`src/rtl/control_sequencer.sv`:
```
`default_nettype none
// ============================================================================
// Module      : control_sequencer
// Description : Hardwired multi-cycle control unit for the bus-based CPU
//               datapath: fetch, memory wait, decode, reg-reg ALU execute.
// Revision    : 1.0 - initial release
// ============================================================================
module control_sequencer #(
    parameter int unsigned MEM_TIMEOUT = 16
) (
    input  logic        clk,
    input  logic        clr,
    input  logic [31:0] IR,
    input  logic        mem_ready,
    input  logic        stop_req,
    output logic [15:0] Rin_sel,
    output logic [15:0] Rout_sel,
    output logic        PCin,
    output logic        PCout,
    output logic        IRin,
    output logic        Yin,
    output logic        Zin,
    output logic        MARin,
    output logic        MDRin,
    output logic        MDRout,
    output logic        HIin,
    output logic        HIout,
    output logic        LOin,
    output logic        LOout,
    output logic        IncPC,
    output logic        Zhighout,
    output logic        Zlowout,
    output logic        Read,
    output logic [12:0] alu_op,
    output logic        run,
    output logic        fault,
    output logic [31:0] instr_count
);

    typedef enum logic [4:0] {
        S_RESET      = 5'd0,
        S_FETCH0     = 5'd1,
        S_FETCH1     = 5'd2,
        S_FETCH_WAIT = 5'd3,
        S_FETCH2     = 5'd4,
        S_DECODE     = 5'd5,
        S_A0         = 5'd6,
        S_A1         = 5'd7,
        S_A2         = 5'd8,
        S_M0         = 5'd9,
        S_M1         = 5'd10,
        S_M2         = 5'd11,
        S_M3         = 5'd12,
        S_N0         = 5'd13,
        S_N1         = 5'd14,
        S_RETIRE     = 5'd15,
        S_HALT       = 5'd16
    } state_t;

    localparam logic [2:0] C_CLS_ALU  = 3'd0;
    localparam logic [2:0] C_CLS_MD   = 3'd1;
    localparam logic [2:0] C_CLS_NN   = 3'd2;
    localparam logic [2:0] C_CLS_NOP  = 3'd3;
    localparam logic [2:0] C_CLS_HALT = 3'd4;
    localparam logic [2:0] C_CLS_ILL  = 3'd5;

    localparam logic [12:0] C_ALU_AND  = 13'h0001;
    localparam logic [12:0] C_ALU_OR   = 13'h0002;
    localparam logic [12:0] C_ALU_NEG  = 13'h0004;
    localparam logic [12:0] C_ALU_NOT  = 13'h0008;
    localparam logic [12:0] C_ALU_SUB  = 13'h0010;
    localparam logic [12:0] C_ALU_ADD  = 13'h0020;
    localparam logic [12:0] C_ALU_MUL  = 13'h0040;
    localparam logic [12:0] C_ALU_ROR  = 13'h0080;
    localparam logic [12:0] C_ALU_DIV  = 13'h0100;
    localparam logic [12:0] C_ALU_SHL  = 13'h0200;
    localparam logic [12:0] C_ALU_SHR  = 13'h0400;
    localparam logic [12:0] C_ALU_SHRA = 13'h0800;
    localparam logic [12:0] C_ALU_ROL  = 13'h1000;

    // Counter wide enough to hold MEM_TIMEOUT itself without wrapping
    localparam int unsigned     C_TW = (MEM_TIMEOUT < 2) ? 1 : $clog2(MEM_TIMEOUT + 1);
    localparam logic [C_TW-1:0] C_TO = C_TW'(MEM_TIMEOUT);

    state_t          r_state_q, w_state_d;
    logic            r_fault_q, w_fault_d;
    logic [31:0]     r_cnt_q,   w_cnt_d;
    logic [C_TW-1:0] r_tcnt_q,  w_tcnt_d;
    logic [C_TW-1:0] w_tcnt_inc;

    logic [4:0]  w_opcode;
    logic [15:0] w_ra_hot, w_rb_hot, w_rc_hot;
    logic [2:0]  w_cls;
    logic [12:0] w_alu;
    logic        w_unused_ir;

    assign w_opcode    = IR[31:27];
    assign w_ra_hot    = 16'd1 << IR[26:23];
    assign w_rb_hot    = 16'd1 << IR[22:19];
    assign w_rc_hot    = 16'd1 << IR[18:15];
    assign w_unused_ir = ^IR[14:0];
    assign w_tcnt_inc  = r_tcnt_q + 1'b1;

    always_comb begin
        w_cls = C_CLS_ILL;
        w_alu = 13'd0;
        case (w_opcode)
            5'b00011: begin w_cls = C_CLS_ALU;  w_alu = C_ALU_ADD;  end
            5'b00100: begin w_cls = C_CLS_ALU;  w_alu = C_ALU_SUB;  end
            5'b00101: begin w_cls = C_CLS_ALU;  w_alu = C_ALU_AND;  end
            5'b00110: begin w_cls = C_CLS_ALU;  w_alu = C_ALU_OR;   end
            5'b00111: begin w_cls = C_CLS_ALU;  w_alu = C_ALU_ROR;  end
            5'b01000: begin w_cls = C_CLS_ALU;  w_alu = C_ALU_ROL;  end
            5'b01001: begin w_cls = C_CLS_ALU;  w_alu = C_ALU_SHR;  end
            5'b01010: begin w_cls = C_CLS_ALU;  w_alu = C_ALU_SHRA; end
            5'b01011: begin w_cls = C_CLS_ALU;  w_alu = C_ALU_SHL;  end
            5'b01111: begin w_cls = C_CLS_MD;   w_alu = C_ALU_DIV;  end
            5'b10000: begin w_cls = C_CLS_MD;   w_alu = C_ALU_MUL;  end
            5'b10001: begin w_cls = C_CLS_NN;   w_alu = C_ALU_NEG;  end
            5'b10010: begin w_cls = C_CLS_NN;   w_alu = C_ALU_NOT;  end
            5'b11010: begin w_cls = C_CLS_NOP;  end
            5'b11011: begin w_cls = C_CLS_HALT; end
            default:  begin w_cls = C_CLS_ILL;  end
        endcase
    end

    always_comb begin
        w_state_d = r_state_q;
        w_fault_d = r_fault_q;
        w_cnt_d   = r_cnt_q;
        w_tcnt_d  = '0;
        case (r_state_q)
            S_RESET:  w_state_d = S_FETCH0;
            S_FETCH0: w_state_d = S_FETCH1;
            S_FETCH1: w_state_d = S_FETCH_WAIT;
            S_FETCH_WAIT: begin
                if (mem_ready) begin
                    w_state_d = S_FETCH2;
                end else if ((MEM_TIMEOUT != 0) && (w_tcnt_inc == C_TO)) begin
                    w_state_d = S_HALT;
                    w_fault_d = 1'b1;
                end else begin
                    w_tcnt_d  = w_tcnt_inc;
                end
            end
            S_FETCH2: w_state_d = S_DECODE;
            S_DECODE: begin
                case (w_cls)
                    C_CLS_ALU:  w_state_d = S_A0;
                    C_CLS_MD:   w_state_d = S_M0;
                    C_CLS_NN:   w_state_d = S_N0;
                    C_CLS_NOP:  w_state_d = S_RETIRE;
                    C_CLS_HALT: w_state_d = S_HALT;
                    default: begin
                        w_state_d = S_HALT;
                        w_fault_d = 1'b1;
                    end
                endcase
            end
            S_A0:     w_state_d = S_A1;
            S_A1:     w_state_d = S_A2;
            S_A2:     w_state_d = S_RETIRE;
            S_M0:     w_state_d = S_M1;
            S_M1:     w_state_d = S_M2;
            S_M2:     w_state_d = S_M3;
            S_M3:     w_state_d = S_RETIRE;
            S_N0:     w_state_d = S_N1;
            S_N1:     w_state_d = S_RETIRE;
            S_RETIRE: begin
                w_cnt_d   = r_cnt_q + 32'd1;
                w_state_d = stop_req ? S_HALT : S_FETCH0;
            end
            S_HALT:   w_state_d = S_HALT;
            default:  w_state_d = S_RESET;
        endcase
    end

    always_ff @(posedge clk or posedge clr) begin
        if (clr) begin
            r_state_q <= S_RESET;
            r_fault_q <= 1'b0;
            r_cnt_q   <= 32'd0;
            r_tcnt_q  <= '0;
        end else begin
            r_state_q <= w_state_d;
            r_fault_q <= w_fault_d;
            r_cnt_q   <= w_cnt_d;
            r_tcnt_q  <= w_tcnt_d;
        end
    end

    // Strobes decode from state and IR only, so clr clears them immediately
    always_comb begin
        Rin_sel  = 16'd0;
        Rout_sel = 16'd0;
        alu_op   = 13'd0;
        PCin     = 1'b0;
        PCout    = 1'b0;
        IRin     = 1'b0;
        Yin      = 1'b0;
        Zin      = 1'b0;
        MARin    = 1'b0;
        MDRin    = 1'b0;
        MDRout   = 1'b0;
        HIin     = 1'b0;
        HIout    = 1'b0;
        LOin     = 1'b0;
        LOout    = 1'b0;
        IncPC    = 1'b0;
        Zhighout = 1'b0;
        Zlowout  = 1'b0;
        Read     = 1'b0;
        case (r_state_q)
            S_FETCH0: begin
                PCout = 1'b1;
                MARin = 1'b1;
                IncPC = 1'b1;
                Zin   = 1'b1;
            end
            S_FETCH1: begin
                Zlowout = 1'b1;
                PCin    = 1'b1;
                Read    = 1'b1;
            end
            S_FETCH_WAIT: begin
                Read  = 1'b1;
                MDRin = 1'b1;
            end
            S_FETCH2: begin
                MDRout = 1'b1;
                IRin   = 1'b1;
            end
            S_A0: begin
                Rout_sel = w_rb_hot;
                Yin      = 1'b1;
            end
            S_A1: begin
                Rout_sel = w_rc_hot;
                alu_op   = w_alu;
                Zin      = 1'b1;
            end
            S_A2, S_N1: begin
                Zlowout = 1'b1;
                Rin_sel = w_ra_hot;
            end
            S_M0: begin
                Rout_sel = w_ra_hot;
                Yin      = 1'b1;
            end
            S_M1, S_N0: begin
                Rout_sel = w_rb_hot;
                alu_op   = w_alu;
                Zin      = 1'b1;
            end
            S_M2: begin
                Zlowout = 1'b1;
                LOin    = 1'b1;
            end
            S_M3: begin
                Zhighout = 1'b1;
                HIin     = 1'b1;
            end
            default: ;
        endcase
    end

    assign run         = (r_state_q != S_RESET) && (r_state_q != S_HALT);
    assign fault       = r_fault_q;
    assign instr_count = r_cnt_q;

endmodule
`default_nettype wire
```
`config.mk`:
```
export PLATFORM = sky130hd
export DESIGN_NAME = control_sequencer
export DESIGN_NICKNAME = d
export VERILOG_FILES = /design/src/rtl/control_sequencer.sv
export SDC_FILE = /design/constraint.sdc
export NUM_CORES = 1
export LEC_CHECK = 0
export ABC_AREA = 1
export BUFFER_PORTS_ARGS = -buffer_cell sky130_fd_sc_hd__buf_2
export CAP_MARGIN = 20
export CORE_MARGIN = 4
export CORE_UTILIZATION = 42
export CTS_BUF_LIST = sky130_fd_sc_hd__clkbuf_4
export CTS_CLUSTER_SIZE = 25
export DETAILED_ROUTE_END_ITERATION = 10
export GPL_TIMING_DRIVEN = 0
export PLACE_DENSITY = 0.68
export SYNTH_ARGS = -nofsm -noshare
export SYNTH_HDL_FRONTEND = slang
export SYNTH_SLANG_ARGS = --single-unit
```
`constraint.sdc`:
```
create_clock -name clk -period 4.3 [get_ports clk]
set_input_delay 0.215 -clock clk [delete_from_list [all_inputs] [get_ports clk]]
set_output_delay 0.215 -clock clk [all_outputs]
set_load 0.05 [all_outputs]
```
==> flow_summary.json, run 1 <==
{
  "dieArea_um2": 10100,
  "finalSetupViolations": 0,
  "antenna_found_initial": 0,
  "grt_usage": 0.196,
  "power_density_nw_per_um2": 367,
  "fin_crit_sh": 0.572,
  "io_buffers": 112,
  "layout_setup_ws_ps": 1840,
  "p_leak_nw": 2.40,
  "grt_pass1_vias": 3671,
  "worst_pin_slew_ps": 893,
  "dr.pass1.iters": 5,
  "yosysSeqAreaShare": 0.298,
  "drc": 0,
  "antenna_cells": 0,
  "clkTransAtPathRegs_ps": 140,
  "core.rowCount": 33,
  "syn_area_um2": 3610,
  "hold_buffers": 0,
  "grt_max_degree": 44,
  "endpoint_kind": "output pin",
  "wl_per_cell_um": 12.7,
  "slew_headroom": 0.404,
  "worstPathMaxFanout": 8,
  "dp_hpwl_mm": 8.28,
  "fin_crit_ps": 2460,
  "core_area_um2": 8300,
  "yosysUniqueCellTypes": 37,
  "avgSynthCellArea_um2": 6.36,
  "cts_setup_buffers": 0,
  "finalHoldViolCount": 0,
  "vias_per_cell": 5.00,
  "dieHeight_um": 101,
  "irDropWorstVdd_v": 0.000203,
  "syn_inst": 567,
  "routed-via-count": 3962,
  "dpl_cell_area_um2": 4300,
  "clockRootBuffer": "clkbuf_4",
  "syn2layout_area_growth_pct": 20.7,
  "yosysWarnings": 0,
  "final.setup_skew_ps": 15.6,
  "start_kind": "flip-flop",
  "crit_required_ps": 4090,
  "crit_type": "reg2out",
  "drt-initial-drc-count": 219,
  "htree_levels": 2,
  "nFillCells": 866,
  "hp-class": "in2async",
  "place_congestion": 0.878,
  "clk_path_buf_depth": 2,
  "slew_viol_final": 0,
  "clock_latency_ps": 360,
  "cts.sinks": 43,
  "final_cell_mix": "169 x nand2_1, 117 x buf_2, 75 x nor2_1, 74 x inv_1, 51 x nand3_1",
  "cap_viol_max_count": 0,
  "drt_wl_total_mm": 10.1,
  "arrival_ps": 2240,
  "die_w_um": 101,
  "overflow": 0,
  "grt_setup_unrepaired": "no",
  "setup_tns_ps": 0,
  "fin_area_um2": 4360,
  "fin_nets": 725,
  "layout-drive-gt1-share": 0.251,
  "post-place-ws_ps": 2260,
  "max_freq_mhz": 407,
  "grt_pass1_wl_mm": 16.4,
  "io_pins": 131,
  "cts_resized": 0,
  "layout_commonest_cell": "nand2_1",
  "ant_nets": 0,
  "initial_utilization": 0.435,
  "cts_inserted_buffers": 5,
  "ys_ff_latch": 43,
  "cts_tree": "done",
  "outcome": "finished clean"
}
-- state kept, by name, indices dropped and copies added, names as in the netlist --
| register | flops |
|---|---|
| instr_count | 32 |
| r_state_q | 5 |
| fault | 1 |
| r_tcnt_q | 5 |
-- power by group --
| part | total [mW] | switching [mW] | internal [mW] |
|---|---|---|---|
| sequential | 0.482 | 0.0434 | 0.439 |
| combinational | 0.918 | 0.699 | 0.219 |
| clock | 0.199 | 0.139 | 0.0602 |
-- Yosys cell counts, drive strengths merged --
cell,number,area (µm²)
nand2,173,664
nor2,93,429
inv,81,304
nand3,59,365
dfrtp,43,1080
nor3,35,185
o21ai,16,91.3
xor2,16,140
buf,12,77.6
nand4,12,81.3
xnor2,6,52.6
clkbuf,3,11.3
nand3b,3,22.5
a21oi,2,10.0
ha,2,25.0
or2,2,12.5
a211oi,1,7.51
a21boi,1,7.51
a31oi,1,6.26
and3,1,6.26
clkinv,1,5.00
conb,1,3.75
o2111ai,1,8.76
o211ai,1,7.51
o21a,1,7.51
-- final timing paths --
check	from	end	depth (start not counted)	slack [ps]
min in group clk	mem_ready	r_tcnt_q[1]	4	120
hold / removal	clr	instr_count[29]	2	30
hold reg to reg	r_tcnt_q[0]	r_tcnt_q[0]	1	480
setup reg to reg	instr_count[1]	instr_count[20]	7	2470
setup / recovery	r_state_q[2]	Rout_sel[12]	10	1840
max in group asynchronous	clr	r_state_q[4]	2	3700
-- area by class of cell --
class                           instances  area [µm²]  area share
Multi-Input combinational cell        428        2140       0.491
Sequential cell                        43        1080       0.247
Timing Repair Buffer                  112         561       0.129
Inverter                               82         309      0.0709
Tap cell                              105         131      0.0302
Buffer                                 15        88.8      0.0204
Clock buffer                            5        37.5     0.00862
Clock inverter                          3        15.0     0.00345
-- routing by layer --
layer  vias to the layer above  wire length, µm  GRT usage
li1                       2015                -          -
met1                      1832             4730      0.274
met2                        99             4690      0.311
met3                        16              529     0.0381
met4                         0              139     0.0487
met5                         -                0          0
-- per-stage QoR --
step | hold slack [ps] | cells | utilization | power (mW)
2_1_floorplan | 363 | 568 | - | 1.21
3_3_place_gp | 453 | 785 | 0.519 | 1.40
3_5_place_dp | 462 | 785 | 0.519 | 1.41
4_1_cts | 69.2 | 793 | 0.525 | 1.60
5_1_grt | 107 | 793 | 0.525 | 1.70
6_report | 34.6 | 793 | 0.525 | 1.60
-- cell families after synthesis --
kind of cell / synth area share
adders and majority gates: 0.00693
buffers and inverters: 0.110
DFF: 0.298
other: 0.00104
xor gates and xnor gates: 0.0534
and+or+nand+nor: 0.490
AOI/OAI and AO/OA: 0.0406
-- critical path, cell delays in order (launching register included) --
cell	delay [ps]
dfrtp_1	460
nand2_1	160
inv_1	120
nand3_4	160
nand3_4	140
nand2_1	100
nand2_1	80
nor2_4	180
nand3_1	130
nand2_1	80
buf_2	260
(Power assumes the default switching activity.)
==> run 2, diff against run 1 <==
--- a/config.mk
+++ b/config.mk
@@ -14,7 +14,7 @@
 export CTS_CLUSTER_SIZE = 25
 export DETAILED_ROUTE_END_ITERATION = 10
 export GPL_TIMING_DRIVEN = 0
-export PLACE_DENSITY = 0.68
+export PLACE_DENSITY = 0.71
 export SYNTH_ARGS = -nofsm -noshare
 export SYNTH_HDL_FRONTEND = slang
 export SYNTH_SLANG_ARGS = --single-unit
==> constraint.sdc (replaced) <==
create_clock -name clk -period 2.14 [get_ports clk]
set_input_delay 0.107 -clock clk [delete_from_list [all_inputs] [get_ports clk]]
set_output_delay 0.107 -clock clk [all_outputs]
set_load 0.05 [all_outputs]
==> run 2 against run 1 <==
  * The flow now finishes with violations (setup timing)
  * Critical path depth is 1 higher
  * Wire length is 12% higher
  * First-iteration DRC count is 2.7% lower
  * Critical endpoint is now Rout_sel[15]
  * Largest power group unchanged
  * Highest routed layer unchanged
==> flow_summary.json, run 2 (same netlist as run 1, synthesis figures left out) <==
{
  "slew_viol_final": 0,
  "timing.rr.start": "instr_count[0]",
  "start_kind": "flip-flop",
  "overflow": 0,
  "endpoint_kind": "output pin",
  "final_cell_mix": "158 x nand2_1, 76 x buf_2, 74 x nor2_1, 70 x inv_1, 46 x nand3_1",
  "drt_wl_total_mm": 11.3,
  "fin_area_um2": 4850,
  "wl_per_cell_um": 13.9,
  "met2_length_mm": 5.71,
  "grt_pass1_wl_mm": 17.3,
  "r2r_slack_ps": 210,
  "largest_reg_flops": 32,
  "initial_utilization": 0.435,
  "layout_setup_ws_ps": -69.6,
  "io_buffers": 112,
  "io_pins": 131,
  "clk_path_buf_depth": 2,
  "final_cells": 811,
  "power_mw": 3.73,
  "layout_commonest_cell": "nand2_1",
  "fin_crit_ps": 2210,
  "crit_type": "reg2out",
  "clockRootBuffer": "clkbuf_4",
  "place_congestion": 0.885,
  "dpl_cell_area_um2": 4300,
  "hp-class": "in2reg",
  "wl_met1_mm": 4.68,
  "max_freq_mhz": 453,
  "dr.pass1.iters": 5,
  "clkTransAtPathRegs_ps": 120,
  "worstPathMaxFanout": 8,
  "p_leak_nw": 2.54,
  "layout-drive-gt1-share": 0.306,
  "finalSetupViolations": 20,
  "dpl.cell_count": 785,
  "cts_tree": "done",
  "fin_nets": 743,
  "crit_end": "Rout_sel[15]",
  "irDropWorstVdd_v": 0.000429,
  "worstRegToRegCells": 7,
  "antenna_found_initial": 0,
  "highest_layer": "met4",
  "postLayoutCoreUtil": 0.584,
  "critPathLaunch": "r_state_q[2]",
  "drc": 0,
  "grt_usage": 0.208,
  "fin_crit_sh": 1.03,
  "core_area_um2": 8300,
  "violations": "setup timing",
  "post-place-ws_ps": 215,
  "nFillCells": 783,
  "ant_nets": 0,
  "grt_pass1_vias": 3692,
  "slew_headroom": 0.384,
  "htree_levels": 2,
  "finalHoldViolCount": 0,
  "r2r_end": "instr_count[28]",
  "cts_inserted_buffers": 5,
  "antenna_cells": 0,
  "cts.sinks": 43,
  "setup_tns_ps": -763,
  "core.rowCount": 33,
  "power_density_nw_per_um2": 769,
  "syn2layout_area_growth_pct": 34.4,
  "vias_per_cell": 5.09,
  "grt_max_degree": 44,
  "grt_setup_unrepaired": "yes",
  "worst_pin_slew_ps": 923,
  "final.setup_skew_ps": 10.4,
  "die_w_um": 101,
  "clock_latency_ps": 370,
  "holdWs_ps": 187,
  "route.met3.wl_um": 640,
  "routed-via-count": 4130,
  "dieHeight_um": 101,
  "arrival_ps": 2100,
  "dp_hpwl_mm": 8.35,
  "dieArea_um2": 10100,
  "outcome": "complete, but fails checks",
  "drt-initial-drc-count": 213,
  "crit_required_ps": 2030,
  "cap_viol_max_count": 0
}
run 2: cell types whose count changed in the layout (fill, tap and decap cells not counted), sizes merged:
cell	delta
buf	+12
bufinv	+1
clkbuf	+4
clkinv	-1
clkinvlp	-1
dlygate4sd3	+2
inv	+1
run 2: worst min path at each step:
stage / from / endpoint / slack [ps] / depth (start not counted)
final: stop_req / r_state_q[4] / 190 / 3
after global routing: stop_req / r_state_q[4] / 180 / 3
after CTS: stop_req / r_state_q[4] / 170 / 3
after detailed placement: clr / r_tcnt_q[2] / 370 / 2
after global placement: mem_ready / r_tcnt_q[1] / 370 / 4
after floorplan: mem_ready / r_tcnt_q[1] / 250 / 3
run 2: layout make-up:
class / instances / area (µm²) / area share
Multi-Input combinational cell: 428 / 2270 / 0.468
Clock buffer: 5 / 37.5 / 0.00774
Inverter: 82 / 318 / 0.0655
Clock inverter: 3 / 38.8 / 0.00800
Sequential cell: 43 / 1080 / 0.223
Tap cell: 105 / 131 / 0.0271
Timing Repair Buffer: 131 / 882 / 0.182
Buffer: 14 / 92.6 / 0.0191
run 2: what timing repair did:
| action | in CTS | in global routing |
|---|---|---|
| hold endpoints to repair | 44 | 0 |
| pin swaps | 4 | 22 |
| setup endpoints to repair | 33 | 45 |
| hold buffers | 2 | 0 |
| gates cloned | 0 | 0 |
| resized for setup | 47 | 65 |
| setup buffers | 3 | 14 |
run 2: routing by layer:
metal	track usage	vias up
met4	0.0352	0
met1	0.270	1921
met3	0.0422	25
met5	0	-
met2	0.361	130
li1	-	2054
run 2: critical path, cell delays in order (launching register included):
cell	delay, ps
dfrtp_2	490
nand2_4	90
inv_4	50
nand3_4	130
nand3_4	150
buf_4	170
nand2_1	70
nand2_2	100
nor2_4	140
nand3_1	100
nand2_1	100
buf_6	160
run 2: where the power goes:
| group | switching, mW | internal (mW) |
|---|---|---|
| Sequential | 0.108 | 0.888 |
| Clock | 0.284 | 0.241 |
| Combinational | 1.57 | 0.635 |
| Total | 1.96 | 1.76 |
==> run 3, diff against run 2 <==
--- a/config.mk
+++ b/config.mk
@@ -15,6 +15,7 @@
 export DETAILED_ROUTE_END_ITERATION = 10
 export GPL_TIMING_DRIVEN = 0
 export PLACE_DENSITY = 0.71
+export SETUP_SLACK_MARGIN = 0.1
 export SYNTH_ARGS = -nofsm -noshare
 export SYNTH_HDL_FRONTEND = slang
 export SYNTH_SLANG_ARGS = --single-unit
==> run 3 against run 2 <==
  * Sequential cell count is the same
  * Sequential share of layout area down 0.88 points
  * Critical path depth did not move
  * Largest power group unchanged
  * The run still ends with setup timing left
  * Core utilization up 2.4 points
  * Die area did not move
  * First-iteration DRC count grew 8.5%
  * Global-route usage is 0.43 points higher
  * Via count rose by 1.2%
  * Fmax grew 2.2%
  * Clock-buffer cell count grew 1
  * Wire length grew 1.5%
==> flow_summary.json, run 3 (same netlist as run 1, synthesis figures left out) <==
{
  "holdPathEnd": "r_state_q[4]",
  "layout-drive-gt1-share": 0.349,
  "irDropWorstVdd_v": 0.000625,
  "clkTransAtPathRegs_ps": 120,
  "crit_required_ps": 2030,
  "hp-class": "in2reg",
  "dp_hpwl_mm": 8.33,
  "place_congestion": 0.909,
  "worstPathMaxFanout": 7,
  "hold_depth": 3,
  "power_mw": 3.69,
  "antenna_found_initial": 0,
  "layout_commonest_cell": "nand2_1",
  "grt_usage": 0.212,
  "clock_latency_ps": 350,
  "crit_type": "reg2out",
  "wl_per_cell_um": 14.1,
  "timing.rr.start": "instr_count[0]",
  "crit_path_top_delay_cell": "dfrtp_1",
  "endpoint_kind": "output pin",
  "cts_tree": "done",
  "clk_path_buf_depth": 2,
  "grt_max_degree": 44,
  "grt_pass1_vias": 3924,
  "initial_utilization": 0.435,
  "p_leak_nw": 2.56,
  "holdWs_ps": 128,
  "htree_levels": 2,
  "drt_wl_total_mm": 11.4,
  "io_buffers": 112,
  "max_freq_mhz": 463,
  "dpl.cell_count": 785,
  "final_cells": 813,
  "postLayoutCoreUtil": 0.608,
  "ant_nets": 0,
  "dr.pass1.iters": 5,
  "core.rowCount": 33,
  "overflow": 0,
  "r2r_slack_ps": 260,
  "syn2layout_area_growth_pct": 39.9,
  "fin_crit_sh": 1.01,
  "register_area_um2": 1080,
  "final.setup_skew_ps": 10.4,
  "antenna_cells": 0,
  "fin_crit_ps": 2160,
  "largest_reg_flops": 32,
  "clockRootBuffer": "clkbuf_4",
  "r2r_end": "instr_count[28]",
  "routed-via-count": 4181,
  "layout_setup_ws_ps": -21.8,
  "nFillCells": 727,
  "slew_viol_final": 0,
  "arrival_ps": 2050,
  "cts_inserted_buffers": 5,
  "dieArea_um2": 10100,
  "hp-start": "stop_req",
  "worst_pin_slew_ps": 904,
  "cts.sinks": 43,
  "finalHoldViolCount": 0,
  "violations": "setup timing",
  "vias_per_cell": 5.14,
  "drc": 0,
  "slew_headroom": 0.397,
  "dieHeight_um": 101,
  "start_kind": "flip-flop",
  "cp_cell_sequence": "inv_1 > buf_6 > nand3_4 > nand2_4 > nor2_4 > nand2_1 > nand2_2 > nor2_4 > nand3_2 > nand2_1 > buf_6",
  "final_cell_mix": "151 x nand2_1, 69 x inv_1, 67 x buf_2, 67 x nor2_1",
  "io_pins": 131,
  "grt_setup_unrepaired": "yes",
  "fin_nets": 745,
  "core_area_um2": 8300,
  "outcome": "complete, but fails checks",
  "cap_viol_max_count": 0,
  "multi_input_area_um2": 2380,
  "die_w_um": 101,
  "post-place-ws_ps": 189,
  "power_density_nw_per_um2": 730,
  "drt-initial-drc-count": 231,
  "cpPeakStageDelay_ps": 410,
  "grt_pass1_wl_mm": 17.8,
  "finalSetupViolations": 10,
  "worstRegToRegCells": 7
}
run 3: changes by cell type in the layout (fill, tap and decap cells not counted), moves of 7 or more:
cell,delta
nand3_1,-7
nand2_1,-7
nand3_2,+7
buf_2,-9
nor3_1,-8
nor2_1,-7
nor3_2,+8
nor2_2,+7
buf_6,+7
run 3: area by class of cell:
cell class              count  share of cell area
repair buffers            132               0.194
flip-flops and latches     43               0.214
clock buffers               6             0.00892
inverters                  82              0.0629
plain buffers              15              0.0206
well taps                 105              0.0260
multi-input cells         428               0.472
clock inverters             2             0.00149
run 3: layer usage:
metal	vias to the layer above	global-route usage	share of wire
li1	2056	-	-
met1	1937	0.271	0.41
met2	162	0.370	0.52
met3	26	0.0325	0.059
met4	0	0.0580	0.020
met5	-	0	0
run 3: timing repair:
action / CTS / global route
setup endpoints to repair: 48 / 48
buffers inserted: 11 / 7
resized for setup: 93 / 79
endpoints found under the hold margin: 44 / 0
pin swaps: 14 / 26
hold buffers: 2 / 0
run 3: per-stage QoR:
stage	TNS [ps]	cell area (µm²)
after CTS	0	4770
after floorplan	-2000	3610
after global placement	0	4310
after global routing	-2580	5050
after detailed placement	0	4310
final	-127	5050
run 3: worst max-delay path by stage:
stage	from	end	slack [ps]
after detailed placement	r_state_q[4]	Rout_sel[12]	190
after global placement	r_state_q[4]	Rout_sel[0]	230
final	r_state_q[4]	Rout_sel[2]	-20
after global routing	r_state_q[2]	Rout_sel[0]	-150
after CTS	r_state_q[1]	Rout_sel[14]	2
after floorplan	r_state_q[4]	Rin_sel[10]	-200
run 3: report_power, final:
part	internal, mW	switching (mW)
sequential	0.888	0.106
clock	0.135	0.252
combinational	0.702	1.60
total	1.72	1.96
run 3: critical path, delay by kind of cell, from the launching register on:
family / cells / cell delay [ps]
simple gates: 8 / 860
buf+inv: 3 / 430
flops: 1 / 410
